[src/rtl/m_frame_scheduler_pkg.sv]
// m_frame_scheduler_pkg: frame sequencer state encoding and framebuffer field widths
package m_frame_scheduler_pkg;
  localparam int FB_XW = 8;
  localparam int FB_YW = 7;
  localparam int FB_CW = 3;
  typedef enum logic [2:0] {
    S_IDLE,
    S_WAIT_TICK,
    S_LOGIC,
    S_COLLIDE,
    S_RENDER,
    S_GAME_OVER
  } state_t;
endpackage

[src/rtl/m_fb_write_arbiter.sv]
// m_fb_write_arbiter: fixed-priority (bg over rd) framebuffer write mux with a registered port
module m_fb_write_arbiter
  import m_frame_scheduler_pkg::*;
(
  input  logic             clock_i,
  input  logic             reset_i,
  input  logic [FB_XW-1:0] bg_x_i,
  input  logic [FB_YW-1:0] bg_y_i,
  input  logic [FB_CW-1:0] bg_color_i,
  input  logic             bg_wren_i,
  input  logic [FB_XW-1:0] rd_x_i,
  input  logic [FB_YW-1:0] rd_y_i,
  input  logic [FB_CW-1:0] rd_color_i,
  input  logic             rd_wren_i,
  output logic             rd_grant_o,
  output logic [FB_XW-1:0] fb_x_o,
  output logic [FB_YW-1:0] fb_y_o,
  output logic [FB_CW-1:0] fb_color_o,
  output logic             fb_wren_o
);
  logic [FB_XW-1:0] x_q, x_d;
  logic [FB_YW-1:0] y_q, y_d;
  logic [FB_CW-1:0] c_q, c_d;
  logic             wren_q, wren_d;
  // select the winner; coordinates and color hold while nobody writes
  always_comb begin
    rd_grant_o = rd_wren_i && !bg_wren_i;
    wren_d     = bg_wren_i || rd_grant_o;
    x_d        = bg_wren_i ? bg_x_i : rd_grant_o ? rd_x_i : x_q;
    y_d        = bg_wren_i ? bg_y_i : rd_grant_o ? rd_y_i : y_q;
    c_d        = bg_wren_i ? bg_color_i : rd_grant_o ? rd_color_i : c_q;
  end
  // one-cycle output register toward the framebuffer
  always_ff @(posedge clock_i) begin
    if (reset_i) begin
      x_q    <= '0;
      y_q    <= '0;
      c_q    <= '0;
      wren_q <= 1'b0;
    end else begin
      x_q    <= x_d;
      y_q    <= y_d;
      c_q    <= c_d;
      wren_q <= wren_d;
    end
  end
  assign fb_x_o     = x_q;
  assign fb_y_o     = y_q;
  assign fb_color_o = c_q;
  assign fb_wren_o  = wren_q;
endmodule

[src/rtl/m_frame_scheduler.sv]
// m_frame_scheduler: per-tick game sequencer (logic, collide, render) with framebuffer arbitration; optional logic watchdog via M_FRAME_SCHED_WDOG_EN
module m_frame_scheduler
  import m_frame_scheduler_pkg::*;
#(
  parameter int TICK_DIV    = 2500000,
  parameter int LIVES       = 3,
  parameter int WDOG_CYCLES = 1024
) (
  input  logic             clock,
  input  logic             reset,
  input  logic             start,
  output logic             logic_enable,
  input  logic             logic_finished,
  output logic             collide_enable,
  input  logic             ghost_collision,
  output logic             render_start,
  input  logic             render_done,
  input  logic [FB_XW-1:0] bg_x,
  input  logic [FB_YW-1:0] bg_y,
  input  logic [FB_CW-1:0] bg_color,
  input  logic             bg_wren,
  input  logic [FB_XW-1:0] rd_x,
  input  logic [FB_YW-1:0] rd_y,
  input  logic [FB_CW-1:0] rd_color,
  input  logic             rd_wren,
  output logic             rd_grant,
  output logic [FB_XW-1:0] fb_x,
  output logic [FB_YW-1:0] fb_y,
  output logic [FB_CW-1:0] fb_color,
  output logic             fb_wren,
  output logic [2:0]       lives,
  output logic             game_over,
  output logic [15:0]      frame_count,
  output logic             tick_overrun,
  output logic             wdog_err
);
  localparam int TW = $clog2(TICK_DIV);
  state_t        state_q, state_d;
  logic [TW-1:0] tick_q, tick_d;
  logic [2:0]    lives_q, lives_d;
  logic [15:0]   frames_q, frames_d;
  logic          pend_q, pend_d, ovr_q, ovr_d, wdog_q, wdog_d, rs_q, rs_d;
  logic          run, wrap, busy, go, fired;
`ifdef M_FRAME_SCHED_WDOG_EN
  localparam int WW = $clog2(WDOG_CYCLES + 1);
  logic [WW-1:0] wd_q;
  // cycles spent in LOGIC, restarted whenever LOGIC is left
  always_ff @(posedge clock) begin
    if (reset || state_q != S_LOGIC) wd_q <= '0;
    else wd_q <= wd_q + 1'b1;
  end
  assign fired = state_q == S_LOGIC && !logic_finished && wd_q == WW'(WDOG_CYCLES - 1);
`else
  logic unused_wdog;
  assign unused_wdog = WDOG_CYCLES != 0;
  assign fired = 1'b0;
`endif
  // tick divider, single-entry tick queue, sticky flags and frame FSM next state
  always_comb begin
    run      = state_q != S_IDLE && state_q != S_GAME_OVER;
    wrap     = run && tick_q == TW'(TICK_DIV - 1);
    busy     = state_q == S_LOGIC || state_q == S_COLLIDE || state_q == S_RENDER;
    go       = start && !run;
    state_d  = state_q;
    tick_d   = (wrap || !run) ? '0 : tick_q + 1'b1;
    pend_d   = run && (wrap || (pend_q && state_q != S_WAIT_TICK));
    ovr_d    = !go && (ovr_q || (wrap && (pend_q || busy)));
    wdog_d   = !go && (wdog_q || fired);
    lives_d  = go ? 3'(LIVES) : lives_q;
    frames_d = go ? '0 : frames_q;
    case (state_q)
      S_IDLE, S_GAME_OVER: state_d = start ? S_WAIT_TICK : state_q;
      S_WAIT_TICK: state_d = pend_q ? S_LOGIC : S_WAIT_TICK;
      S_LOGIC: state_d = logic_finished ? S_COLLIDE : fired ? S_RENDER : S_LOGIC;
      S_COLLIDE: begin
        lives_d = ghost_collision ? lives_q - 3'd1 : lives_q;
        state_d = (ghost_collision && lives_q == 3'd1) ? S_GAME_OVER : S_RENDER;
      end
      S_RENDER: begin
        state_d  = render_done ? S_WAIT_TICK : S_RENDER;
        frames_d = render_done ? frames_q + 16'd1 : frames_q;
      end
      default: state_d = S_IDLE;
    endcase
    rs_d = state_d == S_RENDER && state_q != S_RENDER;
  end
  // state and counters; reset aborts any frame in flight
  always_ff @(posedge clock) begin
    if (reset) begin
      state_q  <= S_IDLE;
      tick_q   <= '0;
      lives_q  <= 3'(LIVES);
      frames_q <= '0;
      pend_q   <= 1'b0;
      ovr_q    <= 1'b0;
      wdog_q   <= 1'b0;
      rs_q     <= 1'b0;
    end else begin
      state_q  <= state_d;
      tick_q   <= tick_d;
      lives_q  <= lives_d;
      frames_q <= frames_d;
      pend_q   <= pend_d;
      ovr_q    <= ovr_d;
      wdog_q   <= wdog_d;
      rs_q     <= rs_d;
    end
  end
  assign logic_enable   = state_q == S_LOGIC;
  assign collide_enable = state_q == S_COLLIDE;
  assign render_start   = rs_q;
  assign game_over      = state_q == S_GAME_OVER;
  assign lives          = lives_q;
  assign frame_count    = frames_q;
  assign tick_overrun   = ovr_q;
  assign wdog_err       = wdog_q;
  m_fb_write_arbiter u_arb (
    .clock_i    (clock),
    .reset_i    (reset),
    .bg_x_i     (bg_x),
    .bg_y_i     (bg_y),
    .bg_color_i (bg_color),
    .bg_wren_i  (bg_wren),
    .rd_x_i     (rd_x),
    .rd_y_i     (rd_y),
    .rd_color_i (rd_color),
    .rd_wren_i  (rd_wren),
    .rd_grant_o (rd_grant),
    .fb_x_o     (fb_x),
    .fb_y_o     (fb_y),
    .fb_color_o (fb_color),
    .fb_wren_o  (fb_wren)
  );
endmodule

[config.mk]
export PLATFORM = sky130hd
export DESIGN_NAME = m_frame_scheduler
export DESIGN_NICKNAME = d
export VERILOG_FILES = /design/src/rtl/m_frame_scheduler_pkg.sv /design/src/rtl/m_fb_write_arbiter.sv /design/src/rtl/m_frame_scheduler.sv
export SDC_FILE = /design/constraint.sdc
export NUM_CORES = 1
export LEC_CHECK = 0
export BUFFER_PORTS_ARGS = -buffer_cell sky130_fd_sc_hd__buf_4
export CORE_MARGIN = 5
export CORE_UTILIZATION = 48
export DETAILED_ROUTE_END_ITERATION = 16
export GPL_ROUTABILITY_DRIVEN = 0
export GPL_TIMING_DRIVEN = 0
export HOLD_SLACK_MARGIN = 0.12
export PLACE_DENSITY_LB_ADDON = 0.25
export SETUP_SLACK_MARGIN = 0.05
export SLEW_MARGIN = 20
export SYNTH_ARGS = -nofsm -noshare
export SYNTH_HDL_FRONTEND = slang
export SYNTH_HIERARCHICAL = 1
export SYNTH_SLANG_ARGS = --single-unit
export TNS_END_PERCENT = 5
[constraint.sdc]
create_clock -name clock -period 1.5 [get_ports clock]
set_input_delay 0.075 -clock clock [delete_from_list [all_inputs] [get_ports clock]]
set_output_delay 0.075 -clock clock [all_outputs]
set_load 0.005 [all_outputs]
==> impl_metrics.csv <==
group,metric,value,unit
logic_synthesis,synth-seq-cells,67,
run,max_cap_violations,0,
clocking,cts_tree,"yes",
critical_path,worst-setup-path-type,"register to register",
detailed_routing,num_vias,3388,
logic_synthesis,synth_mux_area_frac,0.08202,
layout,n_antenna_cell,0,
timing,tightest_slew,0.5204,ns
critical_path,worstPathArrival,1.91,ns
place,io_buffer_count,87,
clocking,numCtsBuffers,9,
critical_path,start_kind,"register",
logic_synthesis,yosys_warnings,6,
detailed_routing,drt-vias-per-instance,5.527,
layout,nets,560,
clocking,insertion_delay,0.35,ns
power_and_ir_drop,p_leak,0.002024,uW
floorplan,coreArea,6869,um^2
place,hpwl,6270,um
clocking,cts_sinks,67,
global_route,grt_usage,0.2254,
clocking,h-tree-depth,3,
worst_hold_path,hold_class,"input port to register",
layout,drive_gt1_frac,0.3791,
critical_path,end_kind,"register",
detailed_routing,drt_iter0_drc,181,
clocking,root_buffer,"clkbuf_8",
logic_synthesis,syn_nets,422,
floorplan,die_w,94.38,um
timing,maxSlewViolCount,0,
floorplan,dieHeight,94.38,um
global_route,antenna_found_initial,0,
timing,setup_viol,31,
detailed_routing,drt_pass1_iterations,4,
layout,syn2layout_area_growth,46.91,%
logic_synthesis,synthCells,374,
run_status,run_status,"finished with violations",
detailed_routing,drt-total-wl,9945,um
logic_synthesis,async_flop_share,0,
floorplan,rows,30,
timing,max-slew-margin-rel,0.6530,
clocking,cts_buffer_depth,2,
run_status,violations,"negative setup slack",
power_and_ir_drop,power.total,3856,uW
logic_synthesis,synth_xor_area_frac,0.04101,
global_route,grt_start_max_net_pins,12,
logic_synthesis,synth_top_family_by_area,"simple AND/OR/NAND/NOR gates",
logic_synthesis,synth_compound_area_frac,0.1516,
global_route,overflow,0,
timing,post-route-period-util,1.093,
timing,min_period,1.639,ns
logic_synthesis,syn_avg_cell_area,9.136,um^2
layout,instances_no_fill,613,
power_and_ir_drop,ir_drop,0.4666,mV
timing,finClkSkew,0.01135,ns
floorplan,io_pins,89,
logic_synthesis,synth-simple-area-share,0.2688,
logic_synthesis,synthAdderAreaFrac,0.01465,
global_route,grt_pass1_wl,16040,um
timing,max_freq,610.0,MHz
power_and_ir_drop,powerDensity,768.2,nW/um^2
critical_path,crit_fanout,7,
layout,fin_util,0.7308,
timing,hold_viol,0,
logic_synthesis,netlist_area,3417,um^2
layout,n_fill_cell,497,
detailed_routing,ant_nets,0,
detailed_routing,drcViolationCount,0,
floorplan,initial_core_util,0.4974,
critical_path,required,1.77,ns
place,placed_cells,557,
logic_synthesis,synth_cell_types,48,
global_route,grt_pass1_vias,3357,
logic_synthesis,synth_edf_count,0,
timing,rsz0062_at_grt,"yes",
logic_synthesis,synthFlopType,"dfxtp_1",
logic_synthesis,synth_seq_area_share,0.3925,
timing,final.setup.worst_slack,-0.1393,ns
floorplan,die_area,8907,um^2
detailed_routing,avgRoutedWirePerCell,16.22,um
clocking,clkTransAtPathRegs,0.08,ns
## placed cells by master, fill, tap and decap left out, types with 5 or more instances in the layout
cell             n
nor2b_1         20
mux2i_1         27
and2_1           7
a21oi_1         13
a211oi_2        18
nand3_1         15
o21ai_0          7
nor3_1           8
clkbuf_1         5
buf_6            5
dlygate4sd3_1   32
inv_1            8
clkbuf_8        15
dfxtp_2         10
buf_4          100
or4_1            7
o31ai_1          7
nand2b_1         6
dfxtp_1         47
nand2_1         24
dfxtp_4         10
and3_1           7
nand4_1         15
xor2_1          12
nor2_1          21
## registers in the layout, indices dropped and copies added (netlist names)
signal,count
u_arb/fb_y_o,7
wdog_err,1
tick_q,22
frame_count,16
u_arb/fb_color_o,3
render_start,1
u_arb/fb_wren_o,1
pend_q,1
lives,3
u_arb/fb_x_o,8
state_q,3
tick_overrun,1
## routing by layer
layer / up-vias / global-route usage / wire length, um
li1: 1628 / - / -
met1: 1631 / 0.2658 / 3961
met2: 115 / 0.4060 / 5257
met3: 14 / 0.04940 / 568
met4: 0 / 0.06980 / 158
met5: - / 0 / 0
## cell type report
type / count / area [um^2] / share of cell area
tap: 96 / 120.1 / 0.02393
clock inverter: 5 / 52.55 / 0.01047
timing repair buffer: 128 / 1046 / 0.2084
multi-input combinational: 274 / 2032 / 0.4048
buffer: 23 / 202.7 / 0.04038
clock buffer: 11 / 141.4 / 0.02817
sequential: 67 / 1391 / 0.2772
inverter: 9 / 33.78 / 0.006730
## power breakdown
group	leakage, uW	internal, uW	switching (uW)	total (uW)
Combinational	0.00137	300	215	515
Clock	0.0000991	805	702	1510
Sequential	0.000558	1810	29.0	1830
## cells in the mapped netlist (all sizes together), types with 8 or more instances
library cell  instances  area share
nor3                 12       0.018
o21ai                 9       0.013
clkbuf               15       0.016
dfxtp                67        0.39
nor2b                21       0.038
nand2                26       0.029
xor2                 12       0.031
inv                   9      0.0099
nor2                 21       0.023
a211oi               22       0.075
nand3                15       0.022
and2                  8       0.015
mux2i                28       0.082
a21oi                13       0.019
nand4                16       0.034
buf                  10       0.023
## logic make-up after synthesis
logic type / after synthesis
xor+xnor: 16
simple gates: 161
mux: 28
compound gates: 64
flops: 67
buf+inv: 34
fa+ha+maj: 4
## path summary, 6_finish.rpt
check | depth (start not counted) | slack, ns | end | start
min reg2reg | 1 | 0.44 | tick_q[0] | tick_q[0]
min | 3 | 0.13 | u_arb/fb_y_o[5] | rd_y[5]
max | 4 | -0.14 | frame_count[15] | frame_count[6]
max reg2reg | 4 | -0.14 | frame_count[15] | frame_count[6]
## what timing repair did
action / 4_1_cts / 5_1_grt
buffers inserted: 7 / 1
hold buffers: 33 / 0
gates cloned: 1 / 0
resized for setup: 50 / 12
endpoints found under the hold margin: 26 / 0
pin swaps: 20 / 4
endpoints found under the setup margin: 48 / 50
## worst max-delay path, cell delays in order (launching register included)
cell and delay, ns:
dfxtp_2 0.40, nand3_1 0.20, or4_1 0.57, nor3_2 0.17, mux2i_1 0.22
## stage by stage
| stage | TNS (ns) | setup slack (ns) | hold slack (ns) | cell area, um^2 |
|---|---|---|---|---|
| 6_report | -2.111 | -0.1393 | 0.1251 | 5020 |
| 3_3_place_gp | -8.408 | -0.4123 | 0.3662 | 4250 |
| 2_1_floorplan | -0.009770 | -0.003366 | 0.2561 | 3477 |
| 3_5_place_dp | -9.640 | -0.4487 | 0.3733 | 4250 |
| 4_1_cts | -1.413 | -0.08482 | 0.1213 | 4990 |
| 5_1_grt | -5.609 | -0.2043 | 0.1343 | 5020 |
Power figures use the tool's default switching activity.
